`src/rtl/riscv_multicycle_core.sv`:
```
// Multi-cycle RV32I/RV32E core: one shared valid/ready memory port, FSM-sequenced datapath,
// retired-instruction counter and a terminal halt state on any trap.
module riscv_multicycle_core #(
  parameter logic [31:0] RESET_PC = 32'h0000_0000,
  parameter int unsigned NUM_REGS = 32
) (
  input  logic        clk,
  input  logic        reset,
  output logic        mem_valid,
  input  logic        mem_ready,
  output logic        mem_we,
  output logic [31:0] mem_addr,
  output logic [31:0] mem_wdata,
  input  logic [31:0] mem_rdata,
  output logic        halted,
  output logic [31:0] instret,
  output logic [31:0] pc_out
);
  localparam int unsigned XLEN   = 32;
  localparam int unsigned RIDX_W = $clog2(NUM_REGS);

  localparam logic [6:0] OP_LUI    = 7'b0110111;
  localparam logic [6:0] OP_AUIPC  = 7'b0010111;
  localparam logic [6:0] OP_JAL    = 7'b1101111;
  localparam logic [6:0] OP_JALR   = 7'b1100111;
  localparam logic [6:0] OP_BRANCH = 7'b1100011;
  localparam logic [6:0] OP_LOAD   = 7'b0000011;
  localparam logic [6:0] OP_STORE  = 7'b0100011;
  localparam logic [6:0] OP_IMM    = 7'b0010011;
  localparam logic [6:0] OP_OP     = 7'b0110011;
  localparam logic [6:0] OP_FENCE  = 7'b0001111;

  typedef enum logic [2:0] {S_FETCH, S_DECODE, S_EXECUTE, S_MEM, S_WB, S_HALT} state_t;

  state_t            state_q, state_d;
  logic [XLEN-1:0]   pc_q, pc_d, ir_q, ir_d, a_q, a_d, b_q, b_d, imm_q, imm_d;
  logic [XLEN-1:0]   alu_q, alu_d, mdr_q, mdr_d, npc_q, npc_d, instret_q, instret_d;
  logic              halted_q, halted_d;
  logic [XLEN-1:0]   rf_q [NUM_REGS];

  logic [6:0]        opcode, f7;
  logic [4:0]        rd, rs1, rs2;
  logic [2:0]        f3;
  logic [XLEN-1:0]   imm_dec, op2, alu_res, pc_4, pc_imm, a_imm, jtgt, wb_data;
  logic              legal, use_rd, use_rs1, use_rs2, wb_en, take, rf_we;

  assign opcode = ir_q[6:0];
  assign rd     = ir_q[11:7];
  assign f3     = ir_q[14:12];
  assign rs1    = ir_q[19:15];
  assign rs2    = ir_q[24:20];
  assign f7     = ir_q[31:25];

  assign pc_4    = pc_q + 32'd4;
  assign pc_imm  = pc_q + imm_q;
  assign a_imm   = a_q + imm_q;
  assign jtgt    = (opcode == OP_JALR) ? {a_imm[31:1], 1'b0} : pc_imm;
  assign op2     = (opcode == OP_OP) ? b_q : imm_q;
  assign wb_data = (opcode == OP_LOAD) ? mdr_q : alu_q;
  assign wb_en   = (opcode == OP_LUI) || (opcode == OP_AUIPC) || (opcode == OP_JAL) ||
                   (opcode == OP_JALR) || (opcode == OP_LOAD) || (opcode == OP_IMM) ||
                   (opcode == OP_OP);

  // Memory request decoded from state; reset kills it without waiting for a clock.
  assign mem_valid = !reset && ((state_q == S_FETCH) || (state_q == S_MEM));
  assign mem_we    = !reset && (state_q == S_MEM) && (opcode == OP_STORE);
  assign mem_addr  = (state_q == S_MEM) ? alu_q : pc_q;
  assign mem_wdata = b_q;
  assign halted    = halted_q;
  assign instret   = instret_q;
  assign pc_out    = pc_q;

  always_comb begin
    case (opcode)
      OP_LUI, OP_AUIPC: imm_dec = {ir_q[31:12], 12'b0};
      OP_JAL:    imm_dec = {{12{ir_q[31]}}, ir_q[19:12], ir_q[20], ir_q[30:21], 1'b0};
      OP_BRANCH: imm_dec = {{20{ir_q[31]}}, ir_q[7], ir_q[30:25], ir_q[11:8], 1'b0};
      OP_STORE:  imm_dec = {{21{ir_q[31]}}, ir_q[30:25], ir_q[11:7]};
      default:   imm_dec = {{21{ir_q[31]}}, ir_q[30:20]};
    endcase
  end

  // Legality: supported encodings, then register indices against the configured file size.
  always_comb begin
    legal   = 1'b0;
    use_rd  = 1'b0;
    use_rs1 = 1'b0;
    use_rs2 = 1'b0;
    case (opcode)
      OP_LUI, OP_AUIPC, OP_JAL: begin legal = 1'b1; use_rd = 1'b1; end
      OP_JALR:   begin legal = (f3 == 3'b000); use_rd = 1'b1; use_rs1 = 1'b1; end
      OP_BRANCH: begin legal = (f3 != 3'b010) && (f3 != 3'b011); use_rs1 = 1'b1; use_rs2 = 1'b1; end
      OP_LOAD:   begin legal = (f3 == 3'b010); use_rd = 1'b1; use_rs1 = 1'b1; end
      OP_STORE:  begin legal = (f3 == 3'b010); use_rs1 = 1'b1; use_rs2 = 1'b1; end
      OP_IMM: begin
        use_rd  = 1'b1;
        use_rs1 = 1'b1;
        if (f3 == 3'b001)      legal = (f7 == 7'b0000000);
        else if (f3 == 3'b101) legal = (f7 == 7'b0000000) || (f7 == 7'b0100000);
        else                   legal = 1'b1;
      end
      OP_OP: begin
        use_rd  = 1'b1;
        use_rs1 = 1'b1;
        use_rs2 = 1'b1;
        legal   = (f7 == 7'b0000000) ||
                  ((f7 == 7'b0100000) && ((f3 == 3'b000) || (f3 == 3'b101)));
      end
      OP_FENCE:  legal = (f3 == 3'b000);
      default:   legal = 1'b0;
    endcase
    if (use_rd  && (32'(rd)  >= NUM_REGS)) legal = 1'b0;
    if (use_rs1 && (32'(rs1) >= NUM_REGS)) legal = 1'b0;
    if (use_rs2 && (32'(rs2) >= NUM_REGS)) legal = 1'b0;
  end

  always_comb begin
    alu_res = '0;
    case (f3)
      3'b000: alu_res = ((opcode == OP_OP) && f7[5]) ? a_q - op2 : a_q + op2;
      3'b001: alu_res = a_q << op2[4:0];
      3'b010: alu_res = {31'd0, $signed(a_q) < $signed(op2)};
      3'b011: alu_res = {31'd0, a_q < op2};
      3'b100: alu_res = a_q ^ op2;
      3'b101: alu_res = f7[5] ? 32'($signed(a_q) >>> op2[4:0]) : a_q >> op2[4:0];
      3'b110: alu_res = a_q | op2;
      default: alu_res = a_q & op2;
    endcase
    case (f3)
      3'b000:  take = (a_q == b_q);
      3'b001:  take = (a_q != b_q);
      3'b100:  take = ($signed(a_q) < $signed(b_q));
      3'b101:  take = ($signed(a_q) >= $signed(b_q));
      3'b110:  take = (a_q < b_q);
      default: take = (a_q >= b_q);
    endcase
  end

  // Next-state and datapath register updates.
  always_comb begin
    state_d   = state_q;
    pc_d      = pc_q;
    ir_d      = ir_q;
    a_d       = a_q;
    b_d       = b_q;
    imm_d     = imm_q;
    alu_d     = alu_q;
    mdr_d     = mdr_q;
    npc_d     = npc_q;
    instret_d = instret_q;
    halted_d  = halted_q;
    rf_we     = 1'b0;
    case (state_q)
      S_FETCH: if (mem_ready) begin
        ir_d    = mem_rdata;
        state_d = S_DECODE;
      end
      S_DECODE: begin
        a_d      = (rs1 == 5'd0) ? '0 : rf_q[rs1[RIDX_W-1:0]];
        b_d      = (rs2 == 5'd0) ? '0 : rf_q[rs2[RIDX_W-1:0]];
        imm_d    = imm_dec;
        state_d  = legal ? S_EXECUTE : S_HALT;
        halted_d = !legal;
      end
      S_EXECUTE: begin
        alu_d   = alu_res;
        npc_d   = pc_4;
        state_d = S_WB;
        case (opcode)
          OP_BRANCH: begin
            if (take && (pc_imm[1:0] != 2'b00)) begin
              state_d  = S_HALT;
              halted_d = 1'b1;
            end else begin
              pc_d      = take ? pc_imm : pc_4;
              instret_d = instret_q + 32'd1;
              state_d   = S_FETCH;
            end
          end
          OP_JAL, OP_JALR: begin
            alu_d = pc_4;
            npc_d = jtgt;
            if (jtgt[1:0] != 2'b00) begin
              state_d  = S_HALT;
              halted_d = 1'b1;
            end
          end
          OP_LOAD, OP_STORE: begin
            alu_d = a_imm;
            if (a_imm[1:0] != 2'b00) begin
              state_d  = S_HALT;
              halted_d = 1'b1;
            end else begin
              state_d = S_MEM;
            end
          end
          OP_LUI:   alu_d = imm_q;
          OP_AUIPC: alu_d = pc_imm;
          default:  ;
        endcase
      end
      S_MEM: if (mem_ready) begin
        if (opcode == OP_STORE) begin
          pc_d      = pc_4;
          instret_d = instret_q + 32'd1;
          state_d   = S_FETCH;
        end else begin
          mdr_d   = mem_rdata;
          state_d = S_WB;
        end
      end
      S_WB: begin
        rf_we     = wb_en && (rd != 5'd0);
        pc_d      = npc_q;
        instret_d = instret_q + 32'd1;
        state_d   = S_FETCH;
      end
      default: ;
    endcase
  end

  always_ff @(posedge clk or posedge reset) begin
    if (reset) begin
      state_q   <= S_FETCH;
      pc_q      <= RESET_PC;
      ir_q      <= '0;
      a_q       <= '0;
      b_q       <= '0;
      imm_q     <= '0;
      alu_q     <= '0;
      mdr_q     <= '0;
      npc_q     <= '0;
      instret_q <= '0;
      halted_q  <= 1'b0;
    end else begin
      state_q   <= state_d;
      pc_q      <= pc_d;
      ir_q      <= ir_d;
      a_q       <= a_d;
      b_q       <= b_d;
      imm_q     <= imm_d;
      alu_q     <= alu_d;
      mdr_q     <= mdr_d;
      npc_q     <= npc_d;
      instret_q <= instret_d;
      halted_q  <= halted_d;
    end
  end

  always_ff @(posedge clk or posedge reset) begin
    if (reset) begin
      for (int i = 0; i < int'(NUM_REGS); i++) rf_q[i] <= '0;
    end else if (rf_we) begin
      rf_q[rd[RIDX_W-1:0]] <= wb_data;
    end
  end
endmodule
```
`config.mk`:
```
export PLATFORM = sky130hd
export DESIGN_NAME = riscv_multicycle_core
export DESIGN_NICKNAME = d
export VERILOG_FILES = /design/src/rtl/riscv_multicycle_core.sv
export SDC_FILE = /design/constraint.sdc
export NUM_CORES = 2
export LEC_CHECK = 0
export ABC_AREA = 1
export CORE_ASPECT_RATIO = 0.75
export CORE_UTILIZATION = 30
export CTS_CLUSTER_SIZE = 28
export DETAILED_ROUTE_END_ITERATION = 16
export PLACE_DENSITY_LB_ADDON = 0.12
export SYNTH_ARGS = -nofsm -noshare
export SYNTH_HDL_FRONTEND = slang
export SYNTH_SLANG_ARGS = --single-unit
```
`constraint.sdc`:
```
create_clock -name clk -period 45.2 [get_ports clk]
set_clock_uncertainty 0.2 [all_clocks]
set_input_delay 11.3 -clock clk [delete_from_list [all_inputs] [get_ports clk]]
set_output_delay 11.3 -clock clk [all_outputs]
set_load 0.05 [all_outputs]
```
# ---- After elaboration in Yosys (flattened, before gate mapping)
# Cells that the tools add are included.
dict set report classes {
  add_sub_neg 6
  order_cmp 10
  eq_ne 34
  shift 3
  mux 51
  bitwise 7
  n_reduce_logical 43
}
# cell n
set ops {}
lappend ops {{$bwmux 1024} 1}
lappend ops {{$mux 32} 23}
lappend ops {{$bmux 32 s5} 2}
lappend ops {{$pmux 32 s7} 1}
lappend ops {{$pmux 32 s3} 2}
lappend ops {{$demux 32 s5} 1}
lappend ops {{$lt 32x32->1} 4}
lappend ops {{$pmux 32 s4} 1}
lappend ops {{$pmux 31 s4} 1}
lappend ops {{$add 32x32->32} 3}
lappend ops {{$ge 32x32->1} 2}
lappend ops {{$add 32x1->32 const B} 1}
lappend ops {{$add 32x3->32 const B} 1}
lappend ops {{$and 32x32->32} 1}
lappend ops {{$eq 32x32->1} 1}
lappend ops {{$ne 32x32->1} 1}
lappend ops {{$or 32x32->32} 1}
lappend ops {{$shl 32x5->32} 1}
lappend ops {{$shr 32x5->32} 1}
lappend ops {{$sshr 32x5->32} 1}
lappend ops {{$sub 32x32->32} 1}
lappend ops {{$xor 32x32->32} 1}
lappend ops {{$eq 7x6->1 const B} 4}
lappend ops {{$eq 7x7->1 const B} 3}
lappend ops {{37 further kinds} 95}
dict set report totals {
  register_bits 1316
  inputBits 35
  out_inout_bits 131
}

# ---- Depth between registers and ports, before layout
dict set report depth {
  ltp_word 9
  depth_mapped 30
  mapped_depth_nobuf 26
}

# ---- Worst setup path after synthesis
# OpenSTA, ideal clock, no wires.
dict set report synth_timing {
  path_kind {input-to-output}
  start {input reset}
  end {output mem_we}
  t_arrival_ns 12.397
  setup_slack_ns 21.303
  stages 1
  n_path_buf 0
  cell_sequence {nor3_1}
}
dict set report synth_via {
  elab_chain_len 3
}
# element line_no
set synth_lines {}
lappend synth_lines {{from (decl)} 8} ;# input logic reset,
lappend synth_lines {{$logic_not 1->1 (no line)} n/a}
lappend synth_lines {{$logic_and 1x1->1 (2 in series)} 66} ;# assign mem_we = !reset && (state_q == S_MEM) && (opcode == OP_STORE);
lappend synth_lines {{to (decl)} 11} ;# output logic mem_we,
# No other way between the ends.

# ---- Worst setup path in the final report
# Ends and elaborated chain as after synthesis.

==> impl_results.md <==
- Crit Path Category: in -> out
- MaxCap Viol Count: 0
- DR WL/cell: 29.5 um
- WL met3: 45900 um
- Pwr dens: 27.5 nW/um^2
- Final total power: 0.00261 W
- Max-slew violations: 0
- Post-Synth Adder-Cell Area: 0.0296
- Mapped Nets: 12400
- XOR/XNOR Fraction of Synth Area: 0.00955
- Router iterations before antenna repair: 7
- FF+latch count, synth: 1316
- Total congestion overflow: 0
- Yosys warns: 0
- Wl on met1: 211000 um
- Clock tree root buffer cell: clkbuf_16
- Critical R2R Capture: alu_q[8]
- Fin cells: 15700
- Mux cell area share after synthesis: 0
- Iter 0 DRT Violations: 12100
- Chip Height: 461 um
- Crit path depth: 3
- Clock tree from TritonCTS: done
- Sequential area share after synthesis: 0.390
- Post-synthesis instance total: 12200
- Dpl cells: 15400
- Hold path depth: 0
- Status: finished clean
- Startpoint types: primary input
- Initial Util: 0.302
- Synth Area in Compound Gates: 0.246
- GRT Overall Usage: 0.317
- Crit. Startpoint: reset
- Worst skew pair latency: 0.88 ns
- DIE AREA: 283000 um^2
- Post-layout min period: 24.35 ns
- Hold Startpoint: rf_q[998]
- # rows: 168
- Core Region: 280000 um^2
- Simple-Gate Fraction of Synth Area: 0.239
- H-tree depth: 4
- Largest net degree at the start of global routing: 215
- Fmax: 41.1 MHz
- Share of post-route cells with drive strength above 1: 0.0488
- Worst Path Required: 33.70 ns
- Final TNS setup: 0 ns
- Setup crit end kind: output port
- Worst-path clk slew: 0.06 ns
- Setup bufs post-CTS: 0
- Slowest CP cell: clkdlybuf4s50_1
- FF+latch area: 33000 um^2
- Mean Syn Cell Area: 6.91 um^2
- Remaining routing DRC violations: 0
- Max clock buf depth: 4
- Crit-path max cell delay: 0.85 ns
- Final Cycle Share: 0.539
- Vias in the first global route: 81600
- Number of synthesized flops with an enable pin: 0
- Asr flop ratio synth: 1.00
- Area of the multi-input gates: 44600 um^2
- Flop-to-flop setup slack: 38.47 ns
- Post-DRT Antenna Nets: 0
- # fillers: 30100
- First-pass GRT wire length: 646000 um
- CTS sink cnt: 1316
- Worst Hold Class: reg -> reg
- Dominant synthesized flop cell: dfrtp_1
- Placer congestion estimate: 1.03
- WL met2: 189000 um
- CP Data Arrival Time: 12.85 ns
- Main combinational cell family by area after synthesis: compound AO/OA/AOI/OAI gates
- Vias per cell: 5.69
- Layout net count: 12100
- Post-synthesis cell area: 84400 um^2
- Crit-path cells: clkdlybuf4s50_1 > nor3_1 > clkdlybuf4s50_1
- Unique masters post-synth: 52
- Area Growth Syn to Fin: 12.4%
- RSZ-0062 raised after global routing: no
- WL final: 463000 um
- R2R depth: 24
- CP delay by family, top: buffers and inverters
- DR vias: 89500
- Final Hold Fails: 0
- DP Wirelength: 305000 um
- Antenna violations before repair: 50
- CTS resizes: 0
- Max FO, Critical Path: 3
- Top Layer Used: met5
- CTS Buf Count: 165
- Port Buffers: 165
- DIE WIDTH: 614 um
- Reg2reg start: ir_q[3]
- Crit path buf inv count: 2
- Ports: 166
- # setup viols final: 0
- Hold worst-path end: rf_q[998]
- Cell mode on critical path: clkdlybuf4s50_1
- Leakage: 39.7 nW
- Peak supply drop: 0.0000290 V
- Cts hold-fix bufs: 0
- Max transition margin: 0.0736
- Hold_ws: 0.177 ns
- Slew of the pin with the lowest slew margin: 1.39 ns
## power breakdown
group / internal [W] / switching, W / leakage, nW
Combinational: 0.0000106 / 0.0000457 / 18.8
Sequential: 0.00118 / 0.00000271 / 18.3
Clock: 0.000797 / 0.000574 / 2.62
Total: 0.00199 / 0.000622 / 39.7
## Yosys cell counts (8+ instances only)
library cell  number  share of area
nand2_1         3125           0.14
o21ai_0         2365           0.14
dfrtp_1         1316           0.39
inv_1            943          0.042
clkbuf_1         835          0.037
nand3_1          751          0.045
nor2_1           721          0.032
a21oi_1          624          0.037
o211ai_1         348          0.031
ha_1             193          0.029
nand4_1          172          0.013
o22ai_1          164          0.012
o21a_1           103         0.0092
buf_1             78         0.0035
nor3_1            62         0.0037
xor2_1            60         0.0062
o21ai_1           38         0.0023
xnor2_1           32         0.0033
buf_2             31         0.0018
a221oi_1          26         0.0027
nor4_1            26         0.0019
a21boi_0          24         0.0021
a211oi_1          22         0.0020
or2_2             18         0.0013
o21bai_1          15         0.0013
o221ai_1          14         0.0015
inv_2             11        0.00049
nand3b_1          10        0.00089
nand4_2            9         0.0013
a21boi_1           8        0.00071
## per-stage QoR
stage / utilization / cell area, um^2 / setup slack, ns
after global routing: 0.339 / 94800 / 20.80
after floorplan: - / 84400 / 15.50
after global placement: 0.320 / 89400 / 20.85
final: 0.339 / 94800 / 20.85
after detailed placement: 0.320 / 89400 / 20.85
after CTS: 0.339 / 94700 / 20.84
## how the worst max path moves through the flow
stage	endpoint	slack, ns
5_1_grt	mem_we	20.80
2_1_floorplan	a_q[0]	15.50
4_1_cts	mem_we	20.84
3_5_place_dp	mem_we	20.85
3_3_place_gp	mem_we	20.85
6_report	mem_we	20.85
## cells in the final DEF, fill, tap and decap left out, types with 8 or more instances in the layout
| master | instances |
|---|---|
| o21bai_1 | 15 |
| nand4_1 | 172 |
| xor2_1 | 60 |
| buf_4 | 215 |
| a211oi_1 | 22 |
| clkbuf_8 | 34 |
| buf_12 | 10 |
| clkbuf_16 | 167 |
| nand2_4 | 12 |
| o21ai_1 | 34 |
| o22ai_1 | 164 |
| clkbuf_1 | 44 |
| a21boi_0 | 24 |
| o221ai_1 | 14 |
| nor4_1 | 26 |
| bufinv_16 | 11 |
| or2_2 | 18 |
| o211ai_1 | 348 |
| ha_1 | 193 |
| nand3b_1 | 10 |
| nand4_4 | 9 |
| clkdlybuf4s50_1 | 165 |
| diode_2 | 48 |
| nor2_1 | 705 |
| a221oi_1 | 26 |
| nor3_1 | 62 |
| nor2_4 | 16 |
| nand2_1 | 3109 |
| inv_1 | 935 |
| inv_2 | 11 |
| xnor2_1 | 32 |
| a21oi_1 | 624 |
| dfrtp_1 | 1306 |
| o21a_1 | 96 |
| clkinv_2 | 24 |
| a21boi_1 | 8 |
| dfrtp_4 | 8 |
| o21ai_0 | 2365 |
| nand3_1 | 749 |
## registers in the layout, indices dropped and copies added, names as in the netlist
name,cells
pc_out,32
instret,32
halted,1
ir_q,32
imm_q,32
state_q,3
mem_wdata,32
npc_q,32
alu_q,32
rf_q,1024
a_q,32
mdr_q,32
## layout make-up
type,instances,area share
diodes,48,0.00127
clock buffers,245,0.0507
clock inverters,42,0.00569
inverters,958,0.0382
multi-input cells,8991,0.471
flip-flops and latches,1316,0.348
well taps,3740,0.0493
repair buffers,390,0.0365
## routing by layer
| metal | GRT usage | vias to the layer above |
|---|---|---|
| met3 | 0.0782 | 726 |
| met1 | 0.457 | 43900 |
| met2 | 0.456 | 4504 |
| met4 | 0.110 | 24 |
| li1 | - | 40300 |
| met5 | 0 | - |
## cells by family after synthesis
family / Yosys count
buf+inv: 1906
xor+xnor: 92
simple gates: 4912
flops: 1316
compound gates: 3790
fa+ha+maj: 197
Note: power is estimated with default switching activity, not from simulation.
